File: config.mk
export PLATFORM = sky130hd
export DESIGN_NAME = pkt_lane_dispatch
export DESIGN_NICKNAME = d
export VERILOG_FILES = /design/src/rtl/pkt_lane_dispatch.sv
export SDC_FILE = /design/constraint.sdc
export NUM_CORES = 1
export LEC_CHECK = 0
export BUFFER_PORTS_ARGS = -buffer_cell sky130_fd_sc_hd__buf_2
export CAP_MARGIN = 0
export CORE_ASPECT_RATIO = 1.2
export CORE_MARGIN = 5
export CORE_UTILIZATION = 50
export DETAILED_ROUTE_END_ITERATION = 6
export PLACE_DENSITY = 0.88
export SKIP_CTS_REPAIR_TIMING = 1
export SLEW_MARGIN = 20
export SYNTH_ARGS = -nofsm -noshare
export SYNTH_HDL_FRONTEND = slang
export SYNTH_SLANG_ARGS = --single-unit
File: constraint.sdc
create_clock -name clk -period 2.5 [get_ports clk]
set_clock_uncertainty 0.2 [all_clocks]
set_input_delay 0.25 -clock clk [delete_from_list [all_inputs] [get_ports clk]]
set_output_delay 0.25 -clock clk [all_outputs]
set_load 0.02 [all_outputs]
File: src/rtl/pkt_lane_dispatch.sv
// Packet-granular dispatcher: steers whole packets from one input stream onto
// one of two output lanes, alternating lanes round-robin between packets.
//
// Ports:
//   clk, reset            - rising-edge clock, synchronous active-high reset
//   in_data/in_ctrl/in_wr - incoming word; nonzero ctrl marks header or last word
//   in_rdy                - word is accepted this cycle when in_wr is also high
//   laneN_data/ctrl/wr    - registered word and write strobe toward lane N
//   laneN_rdy             - lane N can absorb at least two more words
//   lane_en               - per-lane software enable, bit N for lane N
//   pkt_cnt0/pkt_cnt1     - completed packets per lane (16-bit, wrapping)
//   drop_cnt              - words offered while in_rdy was low (16-bit, wrapping)
module pkt_lane_dispatch #(
    parameter int unsigned DATA_WIDTH = 64,
    parameter int unsigned CTRL_WIDTH = DATA_WIDTH / 8
) (
    input  logic                  clk,
    input  logic                  reset,
    input  logic [DATA_WIDTH-1:0] in_data,
    input  logic [CTRL_WIDTH-1:0] in_ctrl,
    input  logic                  in_wr,
    output logic                  in_rdy,
    output logic [DATA_WIDTH-1:0] lane0_data,
    output logic [CTRL_WIDTH-1:0] lane0_ctrl,
    output logic                  lane0_wr,
    input  logic                  lane0_rdy,
    output logic [DATA_WIDTH-1:0] lane1_data,
    output logic [CTRL_WIDTH-1:0] lane1_ctrl,
    output logic                  lane1_wr,
    input  logic                  lane1_rdy,
    input  logic [1:0]            lane_en,
    output logic [15:0]           pkt_cnt0,
    output logic [15:0]           pkt_cnt1,
    output logic [15:0]           drop_cnt
);

    typedef enum logic [1:0] {StIdle, StHdr, StPayload} state_e;

    state_e      state_q;
    logic        sel_q;
    logic        rr_ptr_q;
    logic [15:0] pkt_cnt0_q;
    logic [15:0] pkt_cnt1_q;
    logic [15:0] drop_cnt_q;

    logic [1:0] lane_rdy;
    logic       other;
    logic       cand;
    logic       cand_ok;
    logic       tgt;
    logic       accept;
    logic       ctrl_nz;

    assign lane_rdy = {lane1_rdy, lane0_rdy};
    assign ctrl_nz  = |in_ctrl;

    // Lane choice for a packet start prefers rr_ptr, falls back to the other lane.
    always_comb begin
        other   = ~rr_ptr_q;
        cand    = rr_ptr_q;
        cand_ok = 1'b0;
        if (lane_en[rr_ptr_q] && lane_rdy[rr_ptr_q]) begin
            cand    = rr_ptr_q;
            cand_ok = 1'b1;
        end else if (lane_en[other] && lane_rdy[other]) begin
            cand    = other;
            cand_ok = 1'b1;
        end
    end

    // Once locked, only the locked lane's readiness matters; lane_en is ignored.
    always_comb begin
        if (state_q == StIdle) begin
            in_rdy = cand_ok;
            tgt    = cand;
        end else begin
            in_rdy = lane_rdy[sel_q];
            tgt    = sel_q;
        end
    end

    assign accept = in_wr & in_rdy;

    always_ff @(posedge clk) begin
        if (reset) begin
            state_q    <= StIdle;
            sel_q      <= 1'b0;
            rr_ptr_q   <= 1'b0;
            lane0_wr   <= 1'b0;
            lane1_wr   <= 1'b0;
            lane0_data <= '0;
            lane0_ctrl <= '0;
            lane1_data <= '0;
            lane1_ctrl <= '0;
            pkt_cnt0_q <= '0;
            pkt_cnt1_q <= '0;
            drop_cnt_q <= '0;
        end else begin
            lane0_wr <= accept & ~tgt;
            lane1_wr <= accept & tgt;
            if (accept && !tgt) begin
                lane0_data <= in_data;
                lane0_ctrl <= in_ctrl;
            end
            if (accept && tgt) begin
                lane1_data <= in_data;
                lane1_ctrl <= in_ctrl;
            end
            if (in_wr && !in_rdy) begin
                drop_cnt_q <= drop_cnt_q + 16'd1;
            end
            if (accept) begin
                unique case (state_q)
                    StIdle: begin
                        sel_q   <= cand;
                        state_q <= ctrl_nz ? StHdr : StPayload;
                    end
                    StHdr: begin
                        if (!ctrl_nz) begin
                            state_q <= StPayload;
                        end
                    end
                    StPayload: begin
                        if (ctrl_nz) begin
                            state_q  <= StIdle;
                            rr_ptr_q <= ~sel_q;
                            if (sel_q) begin
                                pkt_cnt1_q <= pkt_cnt1_q + 16'd1;
                            end else begin
                                pkt_cnt0_q <= pkt_cnt0_q + 16'd1;
                            end
                        end
                    end
                    default: state_q <= StIdle;
                endcase
            end
        end
    end

    assign pkt_cnt0 = pkt_cnt0_q;
    assign pkt_cnt1 = pkt_cnt1_q;
    assign drop_cnt = drop_cnt_q;

endmodule

==> metrics, run 1 <==
outcome complete, but fails checks; failing checks negative hold slack; Synth Warn # 0; register area share after synthesis 0.484; combinational power share 0.120; DR vias/cell 5.67; Switching Share 0.277; CP max FO 8; Max Cap Viol 0; critical path type reg -> out; WHS -0.0264 ns; Synth Flop Type dfxtp_1; startpoint types flip-flop; Chip Height 150 um; PD cells ~630 mW/mm^2; ys async rst share 0; Max-Slew Margin vs Limit 0.634; Finish-stage setup viols 0; Synth area leader dfxtp_1; Die Area approximately 0.019 mm^2; R2R depth 6; slowest cell delay on critical path 0.40 ns; clk root buf clkbuf_16; #FFs+latches synth 198; Initial Util 0.507; final net count ~1,300; Critical Path AT 1.89 ns; gr usage total 0.231; die width roughly 130 um; gp weighted congestion 0.818; DRC 0; Final Max Slew Viols 0; worst path cell trace buf_4 -> or2_2 -> mux2i_1 -> buf_2; I/O pin count 274; Max Clock Freq approximately 430 MHz; post-route setup slack 0.161 ns; initial DRC count about 560; CTS Buf Count 17; worst min path class in -> reg; Net Sw Power 0.00194 W; min Tclk post-route 2.34 ns; pin count of the biggest net entering global routing 68; hpwl dp 16,300 um; insertion delay to the later sink of the worst-skew pair around 0.42 ns; Internal 0.00506 W; CP max stage cell mux2i_1; Pre-antenna DRT Iters 5; DR vias 8,099; Hold Path Sink drop_cnt[1]$_SDFFE_PP0P_; final wirelength 27,100 um; Core ar. 0.0161 mm^2; wire per inst 19.0 um; total negative slack 0 ns; Worst-Margin Slew 0.548 ns; Final Util 0.690; mapped cell area 0.00819 mm^2; RR Endpoint lane0_data[45]$_SDFFE_PP0P_; endpoints failing hold 1; crit share post-route 0.936; delay-heaviest family, CP buffers and inverters; CTS clock-pin slew for the worst setup and hold paths around 0.070 ns; proportion of layout cells with a drive suffix above 1 0.283; ANT nets after route 0; CTS tree yes; CP endpoint kind output pin; maximum buffer depth of the clock tree 2; Cell Rows 51; Flop pwr share 0.473; peak supply drop 514 uV; most instantiated library cell after synthesis nand2_1; Syn Nets 966; CTS H-tree depth 4; Area growth, synth to finish 36.2%; EDFF count, synth 0; area share of the largest cell type after synthesis 0.484; synth top area cells dfxtp_1 48%, mux2i_1 18%, nand2_1 11%; Design Power 0.00700 W; Synth Instances 884; Mean Syn Cell Area 9.26 um^2; clock share of power 0.407; initial antenna violation count 1; CTS Sinks 198; WP buf/inv 2; CP Data Required Time 2.05 ns; Hold Path Depth 3; first-pass GRT wire length 35,400 um; Netlist cell types 47; Hold Startpoint in_wr; Worst R2R Start state_q[1]$_SDFFE_PP0P_; vias in the first global route 7,087; P_leak 5.21 nW; Post-Place Setup Slack about 0.22 ns; setup slack, reg-to-reg 0.24 ns; RSZ-0062 raised after global routing false; GRT overflow 0; most instantiated cells after synthesis 238 x nand2_1, 198 x dfxtp_1, 147 x mux2i_1, 40 x clkbuf_1, 38 x a21oi_1; I/O Buffers 273
[area by class of cell]
cell class                 instances  area (um^2)
fill                            1091         5000
sequential                       198         3960
multi-input combinational        615         3930
timing repair buffer             366         2340
clock buffer                      18          439
tap                              212          265
clock inverter                    14          183
inverter                           5         23.8
antenna                            1         2.50
[per-layer routing]
layer	GRT usage	vias to the layer above	part of all wire
met5	0	-	0
met4	0.0960	0	0.054
met3	0.0823	104	0.081
met2	0.407	415	0.51
met1	0.251	3847	0.36
li1	-	3733	-
[registers in the layout, indices dropped and copies added, names as in the netlist]
| register | cells |
|---|---|
| lane0_ctrl | 8 |
| drop_cnt | 16 |
| sel_q | 1 |
| lane0_wr | 1 |
| lane1_data | 64 |
| rr_ptr_q | 1 |
| pkt_cnt1 | 16 |
| lane1_ctrl | 8 |
| lane0_data | 64 |
| pkt_cnt0 | 16 |
| state_q | 2 |
| lane1_wr | 1 |
[cell families after synthesis]
family	share of synthesized area
flip-flops	0.484
buffers and inverters	0.0391
adder cells (fa/ha/maj)	0.00459
AND/OR/NAND/NOR	0.204
multiplexers	0.192
AO/OA/AOI/OAI	0.0760
[through the flow]
stage | cell area, um^2 | std cells | hold WS (ns)
after floorplan | 8190 | 884 | 0.212
after global placement | 9800 | 1324 | 0.239
after detailed placement | 9800 | 1324 | 0.244
after CTS | 10400 | 1356 | -0.147
after global routing | 11100 | 1429 | 0.0139
final | 11100 | 1429 | -0.0264
[power by group through the flow]
stage,registers [W],clock network [W],logic [W]
finish,0.00331,0.00285,0.000841
global route,0.00332,0.00301,0.000888
CTS,0.00330,0.00287,0.000720
detailed placement,0.00337,0,0.000718
global placement,0.00337,0,0.000703
floorplan,0.00349,0,0.000328
[worst register-to-register path: cells and delay by family (launching register included)]
family / cells / cell delay (ns)
AOI/OAI and AO/OA: 2 / 0.57
muxes: 1 / 0.39
DFF: 1 / 0.33
buffers and inverters: 2 / 0.39
and+or+nand+nor: 1 / 0.33
[cell usage in the layout (no fill, tap or decap), types with 4 or more instances in the layout]
master	instances
nand2_1	238
nor2_1	13
mux2_2	9
o21ai_0	10
a21oi_1	37
buf_12	8
inv_8	4
or2_2	4
and3_1	4
buf_4	13
and4_1	7
nand4_1	17
nor2b_1	9
clkbuf_16	17
mux2i_1	147
or3_1	8
nor4_1	8
o21a_1	4
dfxtp_1	198
nand3_1	11
o31ai_1	25
or4_1	26
inv_1	4
buf_2	273
clkinv_8	4
dlygate4sd3_1	72
[how the worst max path moves through the flow]
stage	startpoint	slack, ns	cells after the start	end
floorplan	state_q[1]$_SDFFE_PP0P_	0.29	7	pkt_cnt0[12]$_SDFFE_PP0P_
global placement	in_wr	0.24	6	pkt_cnt0[12]$_SDFFE_PP0P_
detailed placement	in_wr	0.22	6	pkt_cnt0[12]$_SDFFE_PP0P_
CTS	state_q[1]$_SDFFE_PP0P_	0.14	4	in_rdy
global route	state_q[1]$_SDFFE_PP0P_	0.04	4	in_rdy
finish	state_q[1]$_SDFFE_PP0P_	0.16	4	in_rdy
Power figures use the tool's default switching activity.
==> inputs of run 2 (changes only) <==
--- a/config.mk
+++ b/config.mk
@@ -5,13 +5,13 @@
 export SDC_FILE = /design/constraint.sdc
 export NUM_CORES = 1
 export LEC_CHECK = 0
-export BUFFER_PORTS_ARGS = -buffer_cell sky130_fd_sc_hd__buf_2
+export BUFFER_PORTS_ARGS = -buffer_cell sky130_fd_sc_hd__buf_4
 export CAP_MARGIN = 0
 export CORE_ASPECT_RATIO = 1.2
 export CORE_MARGIN = 5
-export CORE_UTILIZATION = 50
+export CORE_UTILIZATION = 30
 export DETAILED_ROUTE_END_ITERATION = 6
-export PLACE_DENSITY = 0.88
+export PLACE_DENSITY = 0.61
 export SKIP_CTS_REPAIR_TIMING = 1
 export SLEW_MARGIN = 20
 export SYNTH_ARGS = -nofsm -noshare
==> metrics, run 2 (synthesized netlist as in run 1, its figures left out) <==
outcome finished clean; final net count 1,289; initial DRC count 331; Initial Util 0.303; combinational power share 0.129; gp weighted congestion between 0.7 and 0.8; critical path type in -> reg; initial antenna violation count 0; total negative slack 0 ns; Pre-antenna DRT Iters 4; Layout Cells excl Fill 1,559; met3 Resource Use GR 0.0628; CTS tree yes; Global Route met1 Usage 0.179; Flop pwr share 0.472; CP max FO 54; Switching Share 0.256; CP endpoint kind flip-flop; CTS Buf Count 17; peak supply drop 405 uV; DR vias 7,415; worst min path class in -> reg; fillers 2,566; min Tclk post-route approximately 2.4 ns; CP Data Required Time 2.63 ns; global routing usage on met2 0.254; final instance area 0.0120 mm^2; PD cells around 590 mW/mm^2; CTS clock-pin slew for the worst setup and hold paths 0.07 ns; insertion delay to the later sink of the worst-skew pair 0.43 ns; Internal 0.00521 W; endpoints failing hold 0; hpwl dp 17,100 um; Finish-stage setup viols 0; GRT overflow 0; RSZ-0062 raised after global routing false; DR vias/cell 4.76; first-pass GRT wire length 37,700 um; final wirelength 24,700 um; Cell Rows between 60 and 70; Post-Place Setup Slack between 0.2 and 0.25 ns; Chip Height around 190 um; Net Sw Power around 0.0018 W; Max-Slew Margin vs Limit 0.641; Final Max Slew Viols 0; proportion of layout cells with a drive suffix above 1 0.283; gr usage total 0.152; I/O Buffers around 270; pin count of the biggest net entering global routing 66; crit share post-route 0.950; commonest cells after routing, fill and taps aside 292 x buf_4, 238 x nand2_1, 198 x dfxtp_1, 147 x mux2i_1, 72 x dlygate4sd3_1; Hold Path Depth 3; Critical Path AT 2.50 ns; clk root buf clkbuf_16; Max Clock Freq 421 MHz; Core ar. 0.0270 mm^2; Max Cap Viol 0; DRC 0; CTS H-tree depth 4; Area growth, synth to finish 46.0%; dpl cell area between 0.01 and 0.015 mm^2; DP Cell Count 1,456; Die Area 0.0307 mm^2; most common cell after layout, fill and taps aside buf_4; CTS Sinks 198; I/O pin count 274; P_leak ~5.2 nW; post-route setup slack 0.126 ns; GR peak layer met2; n_diodes 0; Largest regs lane0_data (64), lane1_data (64); startpoint types input pin; Worst-Margin Slew ~0.54 ns; ANT nets after route 0; vias in the first global route 7,050; R2R depth 5; wire per inst 15.8 um; clock share of power 0.399; maximum buffer depth of the clock tree 2; die width 161 um
[run 2: final timing paths]
kind                                                   from                     endpoint  slack (ns)
worst max-delay path                                  in_wr    pkt_cnt0[12]$_SDFFE_PP0P_        0.13
worst min register to register  lane1_data[12]$_SDFFE_PP0P_  lane1_data[12]$_SDFFE_PP0P_        0.26
worst max register to register      state_q[0]$_SDFFE_PP0P_    pkt_cnt0[12]$_SDFFE_PP0P_        0.30
worst min-delay path                            in_data[38]  lane0_data[38]$_SDFFE_PP0P_       0.006
[run 2: area by class of cell]
cell class | instances | area, um^2 | area share
sequential | 198 | 3960 | 0.332
multi-input combinational | 615 | 3930 | 0.328
timing repair buffer | 370 | 3030 | 0.254
clock buffer | 21 | 460 | 0.0385
tap | 340 | 425 | 0.0356
clock inverter | 10 | 121 | 0.0102
inverter | 5 | 23.8 | 0.00199
[run 2: power by group through the flow]
stage | Combinational, W | Clock, W | Sequential [W]
after global placement | 0.000811 | 0 | 0.00338
after CTS | 0.000820 | 0.00288 | 0.00331
after global routing | 0.000977 | 0.00302 | 0.00332
final | 0.000904 | 0.00279 | 0.00331
after floorplan | 0.000328 | 0 | 0.00349
after detailed placement | 0.000820 | 0 | 0.00338
[run 2: through the flow]
step | util | hold slack [ns] | total power (W)
3_5_place_dp | 0.394 | 0.249 | 0.00420
6_report | 0.443 | 0.00650 | 0.00700
5_1_grt | 0.443 | -0.0108 | 0.00731
2_1_floorplan | - | 0.212 | 0.00382
4_1_cts | 0.416 | -0.135 | 0.00701
3_3_place_gp | 0.394 | 0.243 | 0.00419
[run 2: layer usage]
layer,share of wire,wire (um),vias to the layer above
li1,-,-,3742
met1,0.42,10500,3462
met2,0.49,12000,181
met3,0.070,1740,30
met4,0.019,478,0
met5,0,0,-
[run 2: critical path, cell delays in order]
cell and delay, ns:
dlygate4sd3_1 0.53, buf_4 0.17, or3b_4 0.40, o22a_1 0.22, buf_12 0.19, nor4b_1 0.37, mux2_2 0.37
